**src/rtl/seller_pkg.sv**
```systemverilog
// seller_pkg: shared key indices and vector types
// for the seller front end and the sellersm bench.
package seller_pkg;

  localparam int NUM_KEYS = 6;

  // Key indices, highest priority first.
  localparam int KEY_CANCEL = 0;
  localparam int KEY_START  = 1;
  localparam int KEY_RMB10  = 2;
  localparam int KEY_RMB1   = 3;
  localparam int KEY_SEL25  = 4;
  localparam int KEY_SEL5   = 5;

  typedef logic [NUM_KEYS-1:0] key_vec_t;

  // Isolates the lowest set bit, which is the
  // highest-priority request in this bit order.
  function automatic key_vec_t first_set(
    input key_vec_t v
  );
    return v & (~v + key_vec_t'(1));
  endfunction

endpackage

```
**src/rtl/key_debounce.sv**
```systemverilog
// key_debounce: one raw button to a clean press edge.
// Synchroniser, stability counter, rise detect.
module key_debounce #(
  parameter int DEBOUNCE_CYCLES = 1000000,
  parameter int CNT_W = $clog2(DEBOUNCE_CYCLES+1)
) (
  input  logic cp,
  input  logic rst,
  input  logic raw,
  output logic rise
);

  localparam logic [CNT_W-1:0] CNT_LAST =
    CNT_W'(DEBOUNCE_CYCLES - 1);

  logic             s1;
  logic             s2;
  logic             stable;
  logic             stable_d;
  logic [CNT_W-1:0] cnt;

  // Two-flop synchroniser for the asynchronous level.
  always_ff @(posedge cp) begin
    if (rst) begin
      s1 <= 1'b0;
      s2 <= 1'b0;
    end else begin
      s1 <= raw;
      s2 <= s1;
    end
  end

  // Accept a new level only after it has disagreed
  // with the current one for a full run of cycles.
  always_ff @(posedge cp) begin
    if (rst) begin
      stable <= 1'b0;
      cnt    <= '0;
    end else if (s2 == stable) begin
      cnt    <= '0;
    end else if (cnt == CNT_LAST) begin
      stable <= s2;
      cnt    <= '0;
    end else begin
      cnt    <= cnt + CNT_W'(1);
    end
  end

  // Delayed copy of the accepted level for edge detect.
  always_ff @(posedge cp) begin
    if (rst) begin
      stable_d <= 1'b0;
    end else begin
      stable_d <= stable;
    end
  end

  // Press edge only; a release produces nothing.
  assign rise = stable & ~stable_d;

endmodule

```
**src/rtl/seller_key_cond.sv**
```systemverilog
// seller_key_cond: six debounced keys, priority
// arbitrated into one command pulse per clock.
module seller_key_cond
  import seller_pkg::*;
#(
  parameter int DEBOUNCE_CYCLES = 1000000,
  parameter int CNT_W = $clog2(DEBOUNCE_CYCLES+1)
) (
  input  logic     cp,
  input  logic     rst,
  input  key_vec_t key_raw,
  output logic     start,
  output logic     rmb1,
  output logic     rmb10,
  output logic     sel25,
  output logic     sel5,
  output logic     cancel_n,
  output key_vec_t pending
);

  key_vec_t rise;
  key_vec_t req;
  key_vec_t grant;
  key_vec_t pend_q;
  key_vec_t pend_d;
  key_vec_t cmd_q;

  for (genvar i = 0; i < NUM_KEYS; i++) begin : g_key
    key_debounce #(
      .DEBOUNCE_CYCLES (DEBOUNCE_CYCLES),
      .CNT_W           (CNT_W)
    ) u_db (
      .cp   (cp),
      .rst  (rst),
      .raw  (key_raw[i]),
      .rise (rise[i])
    );
  end

  // A fresh rise competes in the same cycle, so an
  // uncontested press is issued without waiting.
  always_comb begin
    req    = pend_q | rise;
    grant  = first_set(req);
    pend_d = req & ~grant;
  end

  // Pending set and one-hot command register.
  always_ff @(posedge cp) begin
    if (rst) begin
      pend_q <= '0;
      cmd_q  <= '0;
    end else begin
      pend_q <= pend_d;
      cmd_q  <= grant;
    end
  end

  assign cancel_n = ~cmd_q[KEY_CANCEL];
  assign start    = cmd_q[KEY_START];
  assign rmb10    = cmd_q[KEY_RMB10];
  assign rmb1     = cmd_q[KEY_RMB1];
  assign sel25    = cmd_q[KEY_SEL25];
  assign sel5     = cmd_q[KEY_SEL5];
  assign pending  = pend_q;

endmodule

```
**config.mk**
```make
export PLATFORM = sky130hd
export DESIGN_NAME = seller_key_cond
export DESIGN_NICKNAME = d
export VERILOG_FILES = /design/src/rtl/seller_pkg.sv /design/src/rtl/key_debounce.sv /design/src/rtl/seller_key_cond.sv
export SDC_FILE = /design/constraint.sdc
export NUM_CORES = 1
export LEC_CHECK = 0
export ABC_AREA = 1
export ABC_CLOCK_PERIOD_IN_PS = 4650
export CAP_MARGIN = 10
export CORE_MARGIN = 3
export CORE_UTILIZATION = 69
export CTS_BUF_LIST = sky130_fd_sc_hd__clkbuf_2
export CTS_CLUSTER_DIAMETER = 50
export CTS_CLUSTER_SIZE = 20
export DETAILED_ROUTE_END_ITERATION = 10
export GPL_ROUTABILITY_DRIVEN = 0
export PLACE_DENSITY = 0.89
export SYNTH_ARGS = -nofsm -noshare
export SYNTH_HDL_FRONTEND = slang
export SYNTH_SLANG_ARGS = --single-unit
```
**constraint.sdc**
```tcl
create_clock -name cp -period 4.65 [get_ports cp]
set_input_delay 0.465 -clock cp [delete_from_list [all_inputs] [get_ports cp]]
set_output_delay 0.465 -clock cp [all_outputs]
set_load 0.02 [all_outputs]
```
# ---- Yosys cells after proc, flatten, opt, wreduce, memory -nomap -nowiden
# Index checks and enable logic that the tools add are counted.
dict set report word_totals {
  reg_bits 156
  latchBits 0
  mem_bits_rw 0
  mem_bits_ro 0
  input_bits 8
  out_inout_bits 12
  wordCells 87
  memories 0
}
dict set report op_classes {
  addsub 7
  multipliers 0
  n_div 0
  magnitude_cmp 0
  eq_ne 12
  n_shift 0
  muxes 0
  bitwise 24
  n_reduce_logical 12
}
# op n
set ops {}
lappend ops {{20-bit by 1-bit adder with 20-bit output (second input constant)} 6}
lappend ops {{20-bit == test (second input constant)} 6}
lappend ops {{3-bit OR reduction} 6}
lappend ops {{1-bit NOT} 13}
lappend ops {{6-bit bitwise AND} 2}
lappend ops {{6-bit NOT} 2}
lappend ops {{2-bit AND reduction} 6}
lappend ops {{6-bit by 1-bit adder with 6-bit output (second input constant)} 1}
lappend ops {{1-bit bitwise AND} 6}
lappend ops {{1-bit == test} 6}
lappend ops {{6-bit OR} 1}

# ---- Depth between registers and ports, before layout
dict set report logic_depth {
  depth_word 8
  ltp_mapped 9
  mapped_depth_nobuf 9
}

# ---- Hierarchy
# A second synthesis with hierarchy kept.
dict set report unflattened {
  cells_unflattened 1048
  hier_area_um2 7731.2
}
# module n_inst cells_each area_each_um2 seq_area_each_um2
set modules_own_cells {}
lappend modules_own_cells {key_debounce 6 168 1219.9 480.5}
lappend modules_own_cells {seller_key_cond 1 40 411.6 220.2}

# ---- Worst setup path before layout
# Ideal clock, no wire load.
dict set report synth_path {
  kind {reg-to-reg}
  from {register g_key[1].u_db.cnt[0]}
  to {register g_key[1].u_db.cnt[11]}
  setup_time_ns 0.115
  t_arrival_ns 1.364
  t_required_ns 4.535
  slack_ns 3.171
  stages_incl_launch_ff 8
  n_path_buf 1
  period_less_slack_ns 1.479
  cell_sequence {dfxtp_1 > ha_1 > nand3_2 > nor2_4 > nand3_2 > o21ai_4 > buf_6 > nor2_1}
}
dict set report synth_between {
  elab_chain_cells 2
  word_cells_on_any_way 3
  cone_classes {1 x add/sub; 1 x eq/ne; 1 x reduce/logical}
}
# element line_no
set synth_rtl {}
lappend synth_rtl {{start, declared} key_debounce.sv:20} ;# logic [CNT_W-1:0] cnt;
lappend synth_rtl {{start signal, assigned} key_debounce.sv:45} ;# cnt <= cnt + CNT_W'(1);
lappend synth_rtl {{branches (longest 2 deep; another with 20-bit by 1-bit adder with 20-bit output)} n/a}
# Several ways; the timed one is not identified.
# A chain may end at the register's enable or synchronous reset.

# ---- Worst setup path in the final report
dict set report layout_path {
  from {register pend_q[1] (netlist: pending[1])}
  to {output port pending[1]}
}
# element line_no
set layout_rtl {}
lappend layout_rtl {{start, declared} seller_key_cond.sv:24} ;# key_vec_t pend_q;
lappend layout_rtl {{start signal, assigned} seller_key_cond.sv:54} ;# pend_q <= pend_d;
lappend layout_rtl {{end, declared} seller_key_cond.sv:18} ;# output key_vec_t pending
# No word-level cell between the ends.

==> impl_metrics.sql <==
INSERT INTO impl_metrics (metric_group, metric, value, unit) VALUES
('run_status', 'run_status', 'complete, no violations', ''),
('routing', 'antenna_left', '0', ''),
('timing', 'finalCritPeriodShare', '48.29', '%'),
('cells_and_area', 'final_area', '7890', 'µm²'),
('power', 'total_power', '2.166', 'mW'),
('critical_path', 'critical_path_buf_inv_count', '1', ''),
('routing', 'drt-total-wl', '13990', 'µm'),
('clock_tree', 'cts_sinks', '155', ''),
('cells_and_area', 'number_of_fill_cells', '814', ''),
('timing', 'layout_setup_ws', '2405', 'ps'),
('timing', 'final_max_slew_viol_count', '0', ''),
('critical_path', 'crit_slowest_cell', 'sky130_fd_sc_hd__clkdlybuf4s50_1', ''),
('synthesis', 'synth.area.top_cells', 'sky130_fd_sc_hd__dfxtp_1, sky130_fd_sc_hd__nand2_1, sky130_fd_sc_hd__nor2_1, sky130_fd_sc_hd__inv_1, sky130_fd_sc_hd__nand3_1', ''),
('critical_path', 'cp_data_arrival_time', '1780', 'ps'),
('critical_path', 'cp_slowest_stage_delay', '630', 'ps'),
('synthesis', 'synthDominantAreaCellType', 'sky130_fd_sc_hd__dfxtp_1', ''),
('power', 'vdd.ir_drop.worst', '0.0001809', 'V'),
('timing', 'fin_worst_skew', '38.69', 'ps'),
('global_routing', 'pin_count_of_the_biggest_net_entering_global_routing', '27', ''),
('clock_tree', 'clockBufferDepth', '2', ''),
('synthesis', 'ys_async_sr_fraction', '0', '%'),
('timing', 'fmax', '0.4453', 'GHz'),
('floorplan', 'io-pin-count', '20', ''),
('global_routing', 'overflow', '0', ''),
('clock_tree', 'clock_insertion_delay_worst_skew', '740', 'ps'),
('place', 'placed_area', '7630', 'µm²'),
('critical_path', 'startpoint', 'pending[1]', ''),
('critical_path', 'reg2reg_from', 'g_key[0].u_db.cnt[0]', ''),
('critical_path', 'critPathCaptureType', 'output port', ''),
('synthesis', 'synthCells', '1082', ''),
('synthesis', 'synthesis.area', '7373', 'µm²'),
('clock_tree', 'tritoncts.num_buffers', '17', ''),
('routing', 'drt-wirelength-per-cell', '11.12', 'µm'),
('power', 'pwr-share-seq', '61.9', '%'),
('timing', 'fin_crit', '2245', 'ps'),
('timing', 'tightestPinTransition', '633.8', 'ps'),
('clock_tree', 'cts_hold_buffers', '0', ''),
('global_routing', 'vias_in_the_first_global_route', '5966', ''),
('critical_path', 'timing.setup.critical_path_class', 'reg2out', ''),
('synthesis', 'synth_edf_count', '0', ''),
('synthesis', 'synthMostInstantiatedCell', 'sky130_fd_sc_hd__nand2_1', ''),
('power', 'pwr_density_cell', '274.6', 'nW/µm²'),
('synthesis', 'synth_area_per_cell', '6.815', 'µm²'),
('synthesis', 'number_of_distinct_library_cells_after_synthesis', '33', ''),
('place', 'post-dp-hpwl', '10180', 'µm'),
('timing', 'timing_hold_violations_final', '0', ''),
('timing', 'slew_headroom', '57.64', '%'),
('power', 'internal_power', '1.654', 'mW'),
('run', 'drv_cap', '0', ''),
('critical_path', 'worst_ep_required_time', '4180', 'ps'),
('cells_and_area', 'area.sequential', '3103', 'µm²'),
('worst_hold_path', 'min_path_type', 'in2reg', ''),
('synthesis', 'postSynthNetCount', '1096', ''),
('cells_and_area', 'design.final.nets', '1122', ''),
('routing', 'drc', '0', ''),
('floorplan', 'fp.dieArea', '11960', 'µm²'),
('synthesis', 'dominantRegCellSynth', 'sky130_fd_sc_hd__dfxtp_1', ''),
('clock_tree', 'cts_tree', 'yes', ''),
('timing', 'setup_total_negative_slack', '0', 'ps'),
('routing', 'drt_first_iter_violations', '414', ''),
('critical_path', 'critical_path_peak_fanout', '2', ''),
('critical_path', 'cp_cell_sequence', 'clkdlybuf4s50_1', ''),
('synthesis', 'netlist.area_leader.share', '42.08', '%'),
('cells_and_area', 'final_std_cells_w_o_fill', '1258', ''),
('routing', 'total_number_of_vias', '6458', ''),
('critical_path', 'setup.worst_path.start_class', 'register', ''),
('timing', 'rsz_0062_raised_after_global_routing', 'no', ''),
('clock_tree', 'ctsResizeCount', '0', ''),
('clock_tree', 'worst_setup_hold_path_clk_slew', '220', 'ps'),
('synthesis', 'synth_seq_area_share', '42.08', '%'),
('floorplan', 'die_h', '109.4', 'µm');
-- sequential cells by signal, indices dropped and copies added, names as in the netlist --
signal,cells
cmd_q,6
g_key.u_db.s1,6
g_key.u_db.stable,6
g_key.u_db.s2,6
g_key.u_db.cnt,120
pending,5
g_key.u_db.stable_d,6
-- through the flow --
stage / utilization [%] / hold slack (ps)
floorplan: - / 388.3
CTS: 76.06 / 187.1
finish: 76.09 / 254.3
global route: 76.09 / 156.4
detailed placement: 73.58 / 396.4
global placement: 73.58 / 390.8
-- tightest hold or removal path: cells and delay by family --
kind          cells  cell delay (ps)
simple gates      1               30
buf+inv           2              480
-- layout by cell type (no fill, tap or decap), types with 7 or more instances in the layout --
cell type / count
sky130_fd_sc_hd__nand2_1: 257
sky130_fd_sc_hd__nor2_1: 256
sky130_fd_sc_hd__dfxtp_1: 155
sky130_fd_sc_hd__inv_1: 124
sky130_fd_sc_hd__nand3_1: 67
sky130_fd_sc_hd__a21oi_1: 56
sky130_fd_sc_hd__xor2_1: 29
sky130_fd_sc_hd__o21ai_0: 20
sky130_fd_sc_hd__xnor2_1: 18
sky130_fd_sc_hd__clkbuf_2: 18
sky130_fd_sc_hd__clkdlybuf4s50_1: 18
sky130_fd_sc_hd__nand4_1: 16
sky130_fd_sc_hd__nor2_2: 10
sky130_fd_sc_hd__or2_2: 9
sky130_fd_sc_hd__o21bai_1: 8
sky130_fd_sc_hd__nor3_1: 7
-- metal layers --
metal	up-vias	GRT usage, %	routed length [µm]
met5	-	0	0
met4	0	8.727	248
met3	21	6.342	491
met2	108	43.64	6693
met1	2908	29.96	6559
li1	3421	-	-
-- final timing paths --
path                               end  slack [ps]  cells after the start
setup / recovery            pending[1]        2400                      1
hold / removal        g_key[4].u_db.s1         250                      3
setup reg to reg  g_key[0].u_db.cnt[9]        2740                      8
hold reg to reg       g_key[0].u_db.s2         400                      2
-- power groups by stage --
| stage | registers [mW] | clock network, mW | logic [mW] |
|---|---|---|---|
| CTS | 1.34 | 0.810 | 0.0340 |
| global placement | 1.37 | 0 | 0.0333 |
| detailed placement | 1.37 | 0 | 0.0339 |
| global route | 1.34 | 0.863 | 0.0379 |
| floorplan | 1.37 | 0 | 0.0265 |
| finish | 1.34 | 0.791 | 0.0336 |
-- kinds of logic after synthesis --
logic type / count (synthesis) / synth area share (%)
compound gates: 88 / 6.465
xor+xnor: 47 / 5.583
fa+ha+maj: 6 / 1.018
buf+inv: 138 / 7.789
flops: 155 / 42.08
other cells: 1 / 0.05086
simple gates: 647 / 37.01
-- final cells by class --
class,count,area share (%)
clock buffers,18,1.142
inverters,126,5.994
flip-flops and latches,155,39.33
diodes,1,0.03172
repair buffers,19,2.379
clock inverters,14,2.125
multi-input cells,789,46.84
well taps,136,2.157
(Power assumes the default switching activity.)
